[src/rtl/hex_counter_4digit.sv]
// Four-digit run/stop up/down counter feeding per-digit 7-segment decoders.
// Buttons are synchronized and edge-detected here; a prescaler sets the count rate.
module hex_counter_4digit #(
  parameter int DIV  = 5_000_000,
  parameter int BASE = 10
) (
  input  logic        clk,
  input  logic        rst_n,
  input  logic        btn_ss,
  input  logic        btn_clr,
  input  logic        up,
  input  logic        load,
  input  logic [15:0] load_val,
  output logic [15:0] digits,
  output logic        running,
  output logic        ovf
);

  localparam int NUM_DIG = 4;
  localparam int PW      = $clog2(DIV);
  localparam logic [3:0]    TOP  = 4'(BASE - 1);
  localparam logic [PW-1:0] PMAX = PW'(DIV - 1);
  localparam int SS  = 0;
  localparam int CLR = 1;

  typedef enum logic {STOP, RUN} state_t;

  state_t                      state;
  logic [PW-1:0]               presc;
  logic [1:0][1:0]             sync;
  logic [1:0]                  prev;
  logic [1:0]                  rise;
  logic [NUM_DIG-1:0][3:0]     dig_q;
  logic [NUM_DIG-1:0][3:0]     dig_nxt;
  logic [NUM_DIG-1:0][3:0]     ld_clamp;
  logic                        wrap;
  logic                        tick;

  assign digits = dig_q;
  assign tick   = (state == RUN) && (presc == PMAX);

  // Out-of-radix load nibbles saturate at the top digit value.
  for (genvar g = 0; g < NUM_DIG; g++) begin : g_clamp
    assign ld_clamp[g] = (load_val[g*4 +: 4] > TOP) ? TOP : load_val[g*4 +: 4];
  end

  always_comb begin
    logic c;
    c       = 1'b1;
    dig_nxt = dig_q;
    for (int i = 0; i < NUM_DIG; i++) begin
      if (c) begin
        if (up) begin
          if (dig_q[i] == TOP) dig_nxt[i] = 4'd0;
          else begin
            dig_nxt[i] = dig_q[i] + 4'd1;
            c          = 1'b0;
          end
        end else begin
          if (dig_q[i] == 4'd0) dig_nxt[i] = TOP;
          else begin
            dig_nxt[i] = dig_q[i] - 4'd1;
            c          = 1'b0;
          end
        end
      end
    end
    wrap = c;
  end

  always_ff @(posedge clk) begin
    if (!rst_n) begin
      sync    <= '0;
      prev    <= '0;
      rise    <= '0;
      state   <= STOP;
      running <= 1'b0;
      presc   <= '0;
      dig_q   <= '0;
      ovf     <= 1'b0;
    end else begin
      sync <= {sync[0], {btn_clr, btn_ss}};
      prev <= sync[1];
      rise <= sync[1] & ~prev;
      ovf  <= 1'b0;
      if (rise[CLR]) begin
        dig_q   <= '0;
        presc   <= '0;
        state   <= STOP;
        running <= 1'b0;
      end else if (load) begin
        dig_q <= ld_clamp;
        presc <= '0;
      end else if (rise[SS]) begin
        // Entering RUN restarts the tick period; pausing keeps the phase.
        if (state == STOP) begin
          state   <= RUN;
          running <= 1'b1;
          presc   <= '0;
        end else begin
          state   <= STOP;
          running <= 1'b0;
        end
      end else if (state == RUN) begin
        if (tick) begin
          presc <= '0;
          dig_q <= dig_nxt;
          ovf   <= wrap;
        end else begin
          presc <= presc + 1'b1;
        end
      end
    end
  end

endmodule

[config.mk]
export PLATFORM = sky130hd
export DESIGN_NAME = hex_counter_4digit
export DESIGN_NICKNAME = d
export VERILOG_FILES = /design/src/rtl/hex_counter_4digit.sv
export SDC_FILE = /design/constraint.sdc
export NUM_CORES = 1
export LEC_CHECK = 0
export ABC_AREA = 1
export CORE_UTILIZATION = 60
export CTS_CLUSTER_DIAMETER = 100
export DETAILED_ROUTE_END_ITERATION = 8
export PLACE_DENSITY = 0.82
export REMOVE_ABC_BUFFERS = 1
export SYNTH_ARGS = -nofsm -noshare
export SYNTH_HDL_FRONTEND = slang
export SYNTH_SLANG_ARGS = --single-unit
[constraint.sdc]
create_clock -name clk -period 4.6 [get_ports clk]
set_input_delay 0.46 -clock clk [delete_from_list [all_inputs] [get_ports clk]]
set_output_delay 0.46 -clock clk [all_outputs]
set_load 0.01 [all_outputs]
Word level (Yosys, flattened, before mapping)
Index checks and enable logic that the tools add are counted.
{"block": "totals", "reg_bits": 49, "in_bits": 22, "out_inout_bits": 18, "wordCells": 100}
{"block": "op_classes", "n_addsub": 9, "magnitude_cmp": 4, "n_eq_ne": 7, "n_mux": 42, "bitwise_logic": 7, "n_reduce_logical": 20}
{"cell": "23-bit two-way mux", "count": 4}
{"cell": "4-bit two-way mux", "count": 19}
{"cell": "16-bit two-way mux", "count": 4}
{"cell": "23-bit by 1-bit adder with 23-bit output (second input constant)", "count": 1}
{"cell": "23-bit equality test (second input constant)", "count": 1}
{"cell": "4-bit by 1-bit adder with 4-bit output (second input constant)", "count": 4}
{"cell": "4-bit equality test (second input constant)", "count": 4}
{"cell": "4-bit greater-than comparator (second input constant)", "count": 4}
{"cell": "4-bit logical NOT", "count": 4}
{"cell": "4-bit by 1-bit subtractor with 4-bit output (second input constant)", "count": 4}
{"cell": "1-bit two-way mux", "count": 15}
{"cell": "4-bit AND reduction", "count": 3}
{"cell": "2-bit nonzero test", "count": 6}
{"cell": "7-bit OR reduction", "count": 1}
{"cell": "1-bit NOT", "count": 5}
{"cell": "2-bit inequality test (second input constant)", "count": 2}
{"cell": "2-bit AND reduction", "count": 2}
{"cell": "3-bit AND reduction", "count": 1}
{"cell": "3-bit OR reduction", "count": 1}
{"cell": "2-bit bitwise AND", "count": 1}
{"cell": "2-bit NOT", "count": 1}
{"cell": "2-bit OR reduction", "count": 1}
{"cell": "1-bit logical AND", "count": 1}

Logic depth before layout (Yosys ltp)
{"block": "depth", "word_depth": 10, "ltp_mapped": 12, "mapped_depth_nobuf": 12}

Worst setup path before layout
OpenSTA, ideal clock, no wires.
{"block": "synth_timing", "path_type": "flip-flop to flip-flop", "start": "register presc[0]", "end": "register presc[18]", "setup_time_ns": 0.132, "arrival_ns": 1.390, "t_required_ns": 4.468, "setup_slack_ns": 3.077, "path_stages_with_launch": 10, "n_path_buf": 1, "synth_period_minus_slack_ns": 1.523, "path_cell_list": "dfxtp_1 > ha_1 > nand3_2 > nor2_4 > nand2_2 > nor2_4 > nor2_4 > buf_6 > nand3_1 > a21oi_1"}
{"block": "synth_between", "elab_chain_len": 5, "elab_cells_between_ends": 6, "classes_between": "add/sub (1); eq/ne (1); mux (3); reduce/logical (1)"}
{"item": "start: declaration", "line_no": "29", "source": "logic [PW-1:0] presc;"}
{"item": "start signal: assignment", "line_no": "110", "source": "presc <= presc + 1'b1;"}
{"item": "parallel branches: the longest is 2 deep, another holds 23-bit by 1-bit adder with 23-bit output"}
{"item": "23-bit two-way mux (*)", "line_no": "105", "source": "if (tick) begin"}
{"item": "23-bit two-way mux (*)", "line_no": "104", "source": "end else if (state == RUN) begin"}
{"item": "23-bit two-way mux (*)", "line_no": "94", "source": "end else if (rise[SS]) begin"}
Mark *: on every way between the ends. The select of a mux whose other input is x is not followed.
A chain may end at the register's enable or synchronous reset.

Worst setup path in the final report
{"block": "layout_timing", "start": "input port up", "end": "register dig_q (netlist bit digits[13])"}
{"block": "layout_between", "elab_chain_len": 6, "elab_cells_between_ends": 13, "classes_between": "mux (11); reduce/logical (2)"}
{"item": "start: declaration", "line_no": "11", "source": "input logic up,"}
{"item": "4-bit two-way mux", "line_no": "53", "source": "if (up) begin"}
{"item": "4-bit two-way mux", "line_no": "52", "source": "if (c) begin"}
{"item": "16-bit two-way mux", "line_no": "105"}
{"item": "16-bit two-way mux", "line_no": "104"}
{"item": "16-bit two-way mux", "line_no": "94"}
{"item": "16-bit two-way mux", "line_no": "91", "source": "end else if (load) begin"}
{"item": "end signal: assignment", "line_no": "92", "source": "dig_q <= ld_clamp;"}
{"item": "end signal: assignment", "line_no": "107", "source": "dig_q <= dig_nxt;"}
{"item": "end: declaration", "line_no": "33", "source": "logic [NUM_DIG-1:0][3:0] dig_q;"}
Parallel ways exist; a longest one is shown, timed or not. The select of a mux whose other input is x is not followed.

==> reports/results.tsv <==
stage	metric	value	unit
floorplanning	IO Pins	40	
placement	gp weighted congestion	0.9627	
drt	DR vias/cell	5.353	
floorplanning	num rows	27	
synth	synthesized instance count	589	
worst_hold_path	hold-critical path depth	1	
drt	residual DRC count	0	
final_layout	# diodes	0	
clock_tree	clk sink count	49	
floorplanning	Core ar.	5507	um^2
sta	min Tclk post-route	2328	ps
worst_hold_path	worst hold-check path type	register to register	
sta	Final Hold Viols	0	
synth	sequential area share after synthesis	28.78	%
clock_tree	worst-skew pair later-pin latency	320	ps
global_routing	GRT Overall Usage	28.39	%
synth	Post-Syn Area	3408	um^2
power_and_ir_drop	cell-internal power	0.6358	mW
clock_tree	Max clock buf depth	2	
critical_path	reg2reg path depth	8	
synth	syn_area_per_cell	5.787	um^2
final_layout	most frequent cells in the layout	192 x nand2_1, 84 x nor2_1, 68 x inv_1	
clock_tree	CTS Hold Bufs	0	
power_and_ir_drop	power share of the combinational group	20.9	%
final_layout	post-route cell area	3919	um^2
clock_tree	TritonCTS clock tree	done	
critical_path	Max stage delay on crit path	880	ps
drt	post-DR wirelength/cell	12.01	um
placement	DPL Wire Length	6164	um
synth	Synth Flop Type	dfxtp_1	
critical_path	Crit Path Category	input pin to register	
floorplanning	height of the die	77.37	um
sta	RSZ-0062 raised after global routing	false	
floorplanning	Chip Width	77.37	um
sta	Setup TNS	0	ps
critical_path	Startpoint Class	input pin	
sta	Worst Tran Pin Value	635.2	ps
power_and_ir_drop	Switch Pwr	0.3088	mW
final_layout	nets@finish	646	
clock_tree	htree depth	2	
critical_path	Top cell by count, worst path	nand2_1	
drt	DR vias	3726	
sta	max-slew violations	0	
sta	hold slack	400.9	ps
global_routing	vias in the first global route	3181	
synth	Synth cell types	35	
critical_path	Req. time, crit path	4860	ps
final_layout	commonest non-fill, non-tap cell in the layout	nand2_1	
clock_tree	clock-pin slew on the worst setup and hold paths	100	ps
final_layout	share of cells above drive strength 1	6.571	%
clock_tree	root buf cell	clkbuf_8	
critical_path	critical-path cell list	clkdlybuf4s50_1, inv_1, nand2_1, nand2_1, inv_1, nand3_1, nand2_2, nand2_1, nand2_1, nand2_1, nor2_1	
critical_path	slowest stage cell on the critical path	clkdlybuf4s50_1	
floorplanning	Starting Density	61.90	%
drt	Routed Antenna Nets	0	
synth	top cells by area, synth	dfxtp_1 29%, nand2_1 21%, nor2_1 9.3%	
critical_path	crit path max fanout	17	
synth	dominant cell type by area after synthesis	dfxtp_1	
sta	period utilization	50.61	%
run_status	status	finished clean	
critical_path	Critical Path End Type	register	
power_and_ir_drop	Reg power frac	48.8	%
drt	DRT iter0 DRCs	330	
power_and_ir_drop	switching share of power	32.70	%
critical_path	Crit path arrival time	2580	ps
placement	Placement Cell Area	3821	um^2
sta	fmax	0.4295	GHz
power_and_ir_drop	P per Cell Area	241.0	nW/um^2
global_routing	initial antenna violation count	0	
clock_tree	post_cts resized	0	
clock_tree	Post-CTS Repair Setup Buffers	0	
job	max cap viols	0	
power_and_ir_drop	clock share of power	30.3	%
floorplanning	Die Footprint	5986	um^2
sta	Final Skew	10.78	ps
clock_tree	TritonCTS Buffers	5	
synth	top cell type's share of synthesized area	28.78	%
drt	number of detailed-route iterations in the first pass	6	
sta	Final Setup Violations	0	
final_layout	synth-to-layout area growth	14.98	%
synth	Post-synth EDFFs	0	
synth	Seq cells post-synth	49	
drt	final wirelength	8362	um
placement	I/O Buffers	39	
synth	async set-reset flop share out of synthesis	0	%
power_and_ir_drop	Static Leak	1.718	nW
sta	relative slew slack	57.52	%
power_and_ir_drop	worst IR drop on VDD	0.0001937	V
global_routing	first-pass GRT wire length	13910	um
global_routing	overflow left after global routing	0	
synth	Yosys warnings	0	
global_routing	largest net degree at the start of global routing	29	
[cell usage after synthesis (3+ instances only)]
master,count
a21oi_1,35
buf_2,6
clkbuf_1,4
dfxtp_1,49
inv_1,68
inv_2,4
nand2_1,192
nand2_2,5
nand3_1,53
nand3_2,3
nand4_1,5
nor2_1,84
nor2_2,9
nor2_4,4
nor3_1,5
o21ai_0,32
o21ai_1,5
or2_2,3
xor2_1,3
[routing by layer]
metal | global-route usage, % | part of all wire [%] | vias to the layer above
met5 | 0 | 0 | -
met1 | 37.79 | 46 | 1639
met4 | 8.679 | 1.8 | 0
li1 | - | - | 1931
met2 | 46.28 | 46 | 135
met3 | 5.412 | 6.5 | 21
[stage by stage]
stage          utilization (%)  total power, mW  instances  worst slack, ps
2_1_floorplan                -           0.5868        575             2904
3_3_place_gp             69.39           0.6607        688             2005
3_5_place_dp             69.39           0.6650        688             1954
4_1_cts                  71.17           0.9448        696             2287
5_1_grt                  71.17           0.9915        696             2085
6_report                 71.17           0.9446        696             2272
[cell type report]
class / instances / area (um^2)
clock buffer: 5 / 68.82
tap: 72 / 90.09
sequential: 49 / 980.9
inverter: 72 / 270.3
clock inverter: 3 / 28.78
timing repair buffer: 41 / 405.4
multi-input combinational: 454 / 2074
fill: 514 / 1588
[power by group through the flow]
stage / combinational [mW] / clock [mW] / sequential, mW
after detailed placement: 0.195 / 0 / 0.470
after CTS: 0.197 / 0.288 / 0.460
after global routing: 0.225 / 0.304 / 0.463
after global placement: 0.191 / 0 / 0.469
final: 0.198 / 0.286 / 0.461
after floorplan: 0.116 / 0 / 0.470
[sequential cells by signal, summed over array words and instances, names as in the netlist]
register	count
state	1
sync	4
rise	2
ovf	1
presc	23
prev	2
digits	16
[final timing paths]
kind / startpoint / end / slack [ps]
setup / recovery: up / digits[13] / 2270
hold / removal: prev[1] / rise[1] / 400
setup reg to reg: presc[1] / presc[14] / 2580
hold reg to reg: prev[1] / rise[1] / 400
[critical path, delay by kind of cell]
| family | cells | cell delay [ps] |
|---|---|---|
| AND/OR/NAND/NOR | 8 | 770 |
| buffers and inverters | 3 | 1350 |
[cells by family after synthesis]
logic type | count (synthesis) | synth area share, %
AND/OR/NAND/NOR | 369 | 47.10
adder cells (fa/ha/maj) | 1 | 0.3670
flip-flops | 49 | 28.78
buffers and inverters | 86 | 10.35
XOR/XNOR | 3 | 0.7711
AO/OA/AOI/OAI | 81 | 12.63
Note: power is estimated with default switching activity, not from simulation.
==> variant 1, RTL diff (same settings) <==
Set the parameter `DIV` to 20_000_000 (it was 5_000_000).
--- a/src/rtl/hex_counter_4digit.sv
+++ b/src/rtl/hex_counter_4digit.sv
@@ -2,5 +2,5 @@
 // Buttons are synchronized and edge-detected here; a prescaler sets the count rate.
 module hex_counter_4digit #(
-  parameter int DIV  = 5_000_000,
+  parameter int DIV  = 20_000_000,
   parameter int BASE = 10
 ) (
Check against the original RTL: same outputs for any inputs over 10 cycles, from zero or initial values and one cycle with rst_n low; that may be too few to reach the edited logic, so the function may still have changed.
==> variant 1 against the original RTL <==
- total power fell by 2.4%
- synthesized area rose by 2.1%
- synthesized cell count is 1.7% lower
- global-route usage rose by 0.58 points
- sequential cell count up 2
- routed wire length down 0.56%
- final area is 1.5% higher
- non-clock buffer count is 2 lower
- maximum frequency shrank 17%
- sequential power is 2% higher
- setup slack got worse by 0.47 ns
- combinational power decreased by 8%
==> variant 1: results (changes against the original RTL) <==
initial DRC count 241 (-27%); Post-DP Area 0.00389 mm^2 (+1.7%); post-synthesis sequential area ratio 0.293 (+0.00561); largest net degree at the start of global routing 26 (-10%); GRT Total Usage 0.290 (+0.00582); clock-pin slew on the worst setup and hold paths 0.10 ns (about the same); top area cells in the synthesized netlist dfxtp_1 29%, nand2_1 20%, nor2_1 9.0%, nand3_1 6.8%, inv_1 6.5%; vias in the first global route 3302 (+3.8%); status completed; Post-DP HPWL 6.27 mm (+1.7%); leakage power total 1.70 nW (-0.82%); dpl cells 678 (-1.5%); H-tree levels 2 (unchanged); Root Driver clkbuf_8; fin nets 636 (-1.5%); Mean Syn Cell Area 6.01 um^2 (+3.9%); Final Skew 0.0111 ns (+0.000292 ns); Netlist cell types 37 (+5.7%); Routed WL 8.32 mm (-0.56%); first-pass GRT wire length 14.4 mm (+3.6%); share of cells above drive strength 1 0.0831 (+0.0174); CP max FO 25 (+8); DRT Pass-1 Iters 5 (-1); Vias/cell 5.45 (+1.8%); Largest stage delay, worst path 0.99 ns (+0.11 ns); GP Congestion 0.944 (-1.9%); max reg flops 25 (+8.7%); final std cells w/o fill 686 (-1.4%); Post-synth top cells 187 x nand2_1, 83 x nor2_1, 60 x inv_1, 51 x dfxtp_1, 47 x nand3_1; VDD IR max 192 uV (-0.82%)
==> variant 1: through the flow <==
| stage | hold slack (ns) | utilization |
|---|---|---|
| 3_3_place_gp | 0.372 | 0.702 |
| 2_1_floorplan | 0.368 | - |
| 6_report | 0.388 | 0.718 |
| 5_1_grt | 0.399 | 0.718 |
| 3_5_place_dp | 0.371 | 0.702 |
| 4_1_cts | 0.387 | 0.718 |
==> variant 1: worst paths after layout <==
kind	from	end	slack, ns	cells past startpoint
max	load	digits[14]$_SDFFE_PP0P_	1.80	6
min	prev[0]$_SDFF_PN0_	rise[0]$_SDFF_PN0_	0.39	1
max reg2reg	presc[0]$_SDFFE_PP0P_	presc[14]$_SDFFE_PP0P_	2.61	10
min reg2reg	prev[0]$_SDFF_PN0_	rise[0]$_SDFF_PN0_	0.39	1
==> variant 1: layer usage <==
layer	GRT usage	part of all wire	vias up
met4	0.0833	0.013	0
met5	0	0	-
met2	0.471	0.45	105
met1	0.398	0.48	1706
li1	-	-	1915
met3	0.0407	0.054	11
==> variant 1: cell families after synthesis <==
kind of cell	share of synthesized area
AOI/OAI and AO/OA	0.115
buffers and inverters	0.0946
xor gates and xnor gates	0.00755
DFF	0.293
adders and majority gates	0.00360
and+or+nand+nor	0.486
==> variant 1: layout make-up <==
cell class | count | area [um^2]
inverters | 68 | 256
well taps | 72 | 90.1
clock buffers | 6 | 72.6
fillers | 498 | 1560
repair buffers | 39 | 390
multi-input cells | 448 | 2130
flip-flops and latches | 51 | 1020
clock inverters | 2 | 17.5
==> variant 1: report_power, final <==
group	internal [W]	switching, W	total (W)
sequential	0.000455	0.0000163	0.000471
clock	0.000110	0.000159	0.000268
combinational	0.0000762	0.000106	0.000183
total	0.000641	0.000281	0.000922
==> variant 2, RTL diff (same settings) <==
Without the edit above. Add an input register stage for `btn_ss`, `btn_clr`, `up`, `load` and `load_val`, cleared by the reset; this delays them by one clock.
--- a/src/rtl/hex_counter_4digit.sv
+++ b/src/rtl/hex_counter_4digit.sv
@@ -26,4 +26,26 @@
   typedef enum logic {STOP, RUN} state_t;
 
+  logic btn_ss_q;
+  logic btn_clr_q;
+  logic up_q;
+  logic load_q;
+  logic [15:0] load_val_q;
+
+  always_ff @(posedge clk) begin
+    if (!rst_n) begin
+      btn_ss_q   <= '0;
+      btn_clr_q  <= '0;
+      up_q       <= '0;
+      load_q     <= '0;
+      load_val_q <= '0;
+    end else begin
+      btn_ss_q   <= btn_ss;
+      btn_clr_q  <= btn_clr;
+      up_q       <= up;
+      load_q     <= load;
+      load_val_q <= load_val;
+    end
+  end
+
   state_t                      state;
   logic [PW-1:0]               presc;
@@ -42,5 +64,5 @@
   // Out-of-radix load nibbles saturate at the top digit value.
   for (genvar g = 0; g < NUM_DIG; g++) begin : g_clamp
-    assign ld_clamp[g] = (load_val[g*4 +: 4] > TOP) ? TOP : load_val[g*4 +: 4];
+    assign ld_clamp[g] = (load_val_q[g*4 +: 4] > TOP) ? TOP : load_val_q[g*4 +: 4];
   end
 
@@ -51,5 +73,5 @@
     for (int i = 0; i < NUM_DIG; i++) begin
       if (c) begin
-        if (up) begin
+        if (up_q) begin
           if (dig_q[i] == TOP) dig_nxt[i] = 4'd0;
           else begin
@@ -80,5 +102,5 @@
       ovf     <= 1'b0;
     end else begin
-      sync <= {sync[0], {btn_clr, btn_ss}};
+      sync <= {sync[0], {btn_clr_q, btn_ss_q}};
       prev <= sync[1];
       rise <= sync[1] & ~prev;
@@ -89,5 +111,5 @@
         state   <= STOP;
         running <= 1'b0;
-      end else if (load) begin
+      end else if (load_q) begin
         dig_q <= ld_clamp;
         presc <= '0;
Check against the original RTL: not equivalent (Yosys sat finds a counterexample within 4 cycles, from zero or initial values and one cycle with rst_n low).
==> variant 2 against the original RTL <==
- die area increased by 14%
- total power increased by 49%
- sequential cell count increased by 20
- setup slack got worse by 0.19 ns
- synthesized area increased by 14%
- final area increased by 16%
- critical endpoint is now digits[2]$_SDFFE_PP0P_
- routed wire length increased by 5.6%
- clock skew decreased by 0.0034 ns
- sequential share of layout area increased by 5.5 points
==> variant 2: results (changes against the original RTL) <==
fillers 520 (+1.2%); status completed; met3 WL 544 um (+0.18%); fin nets 676 (+4.6%); worst hold-check slack 0.384 ns (-0.0171 ns); first-pass GRT wire length 14.2 mm (+1.7%); worst reg-to-reg setup slack 2.08 ns (-0.50 ns); post-synthesis sequential area ratio 0.356 (+0.0680); clock-pin slew on the worst setup and hold paths 0.08 ns (-0.02 ns); largest net degree at the start of global routing 37 (+28%); wl on met1 4.21 mm (+9.3%); dpl cells 717 (+4.2%); Post-DP HPWL 6.44 mm (+4.5%); top area cells in the synthesized netlist dfxtp_1 36%, nand2_1 18%, inv_1 8.5%, nand3_1 6.7%, nor2_1 6.7%; share of cells above drive strength 1 0.0714 (+0.00572); DRT Pass-1 Iters 5 (-1); Endpoint, Worst Hold rise[0]$_SDFF_PN0_; leakage power total 2.04 nW (+19%); worst r2r path cells 5 (-3); CTS Buf Count 9 (+4); Vias/cell 5.24 (-2.1%); pwr dens 311 mW/mm^2 (+29%); Post-synth top cells 186 x nand2_1, 88 x inv_1, 69 x dfxtp_1, 69 x nor2_1, 52 x nand3_1; Netlist cell types 31 (-11%); reg-to-reg endpoint digits[2]$_SDFFE_PP0P_; Worst path slowest cell clkinv_1; final std cells w/o fill 733 (+5.3%); CP Launch Point load_q$_SDFF_PN0_; Final Skew 0.00736 ns (-0.00342 ns); metal2 WL 3.87 mm (+1.3%); Critical Path AT 2.81 ns (+0.23 ns); VDD IR max 262 uV (+35%); Slew HR 0.365 (-0.211); GP Congestion 0.852 (-12%)
[variant 2: cell count changes in the layout (fill, tap and decap cells not counted), moves of 4 or more]
cell      change
clkbuf_8      +4
a21oi_1      +10
dfxtp_1      +20
nand4_1       +6
nand2_1       -6
nor2_1       -15
o21ai_0       -6
xor2_1        +5
inv_1        +20
[variant 2: cell families (layout without fill, tap and decap cells)]
| kind of cell | after synthesis | count (layout) | synth area share |
|---|---|---|---|
| xor+xnor | 8 | 8 | 0.0180 |
| simple gates | 353 | 353 | 0.407 |
| fa+ha+maj | 1 | 1 | 0.00322 |
| flops | 69 | 69 | 0.356 |
| buf+inv | 107 | 148 | 0.110 |
| compound gates | 79 | 79 | 0.106 |
[variant 2: worst max path at each step]
| stage | endpoint | slack, ns |
|---|---|---|
| floorplan | digits[2]$_SDFFE_PP0P_ | 2.64 |
| global placement | ovf$_SDFF_PP0_ | 1.96 |
| detailed placement | presc[0]$_SDFFE_PP0P_ | 1.89 |
| CTS | digits[2]$_SDFFE_PP0P_ | 2.13 |
| global route | digits[14]$_SDFFE_PP0P_ | 1.86 |
| finish | digits[2]$_SDFFE_PP0P_ | 2.08 |
[variant 2: cell type report]
cell class | instances | area share
clock buffer | 9 | 0.0274
clock inverter | 7 | 0.0235
inverter | 91 | 0.0755
multi-input combinational | 441 | 0.458
sequential | 69 | 0.305
tap | 75 | 0.0207
timing repair buffer | 41 | 0.0896
[variant 2: report_power, final]
| part | leakage, nW | internal [W] | switching (W) | total, W |
|---|---|---|---|---|
| clock network | 0.116 | 0.000314 | 0.000256 | 0.000571 |
| registers | 0.565 | 0.000619 | 0.0000231 | 0.000642 |
| logic | 1.36 | 0.0000815 | 0.000116 | 0.000197 |
[variant 2: worst max-delay path, delay by kind of cell, from the launching register on]
family          cells  cell delay [ns]
compound gates      2             0.30
buf+inv             1             0.92
flops               1             0.68
simple gates        2             0.53
[variant 2: through the flow]
step | utilization | setup WS (ns) | area, um^2
global placement | 0.705 | 1.96 | 4300
global route | 0.743 | 1.86 | 4530
finish | 0.743 | 2.08 | 4530
floorplan | - | 2.64 | 3800
CTS | 0.743 | 2.13 | 4530
detailed placement | 0.705 | 1.89 | 4300
[variant 2: per-layer routing]
| metal | up-vias | GRT usage |
|---|---|---|
| met5 | - | 0 |
| met4 | 0 | 0.132 |
| met3 | 19 | 0.0571 |
| met2 | 133 | 0.434 |
| met1 | 1686 | 0.368 |
| li1 | 2003 | - |
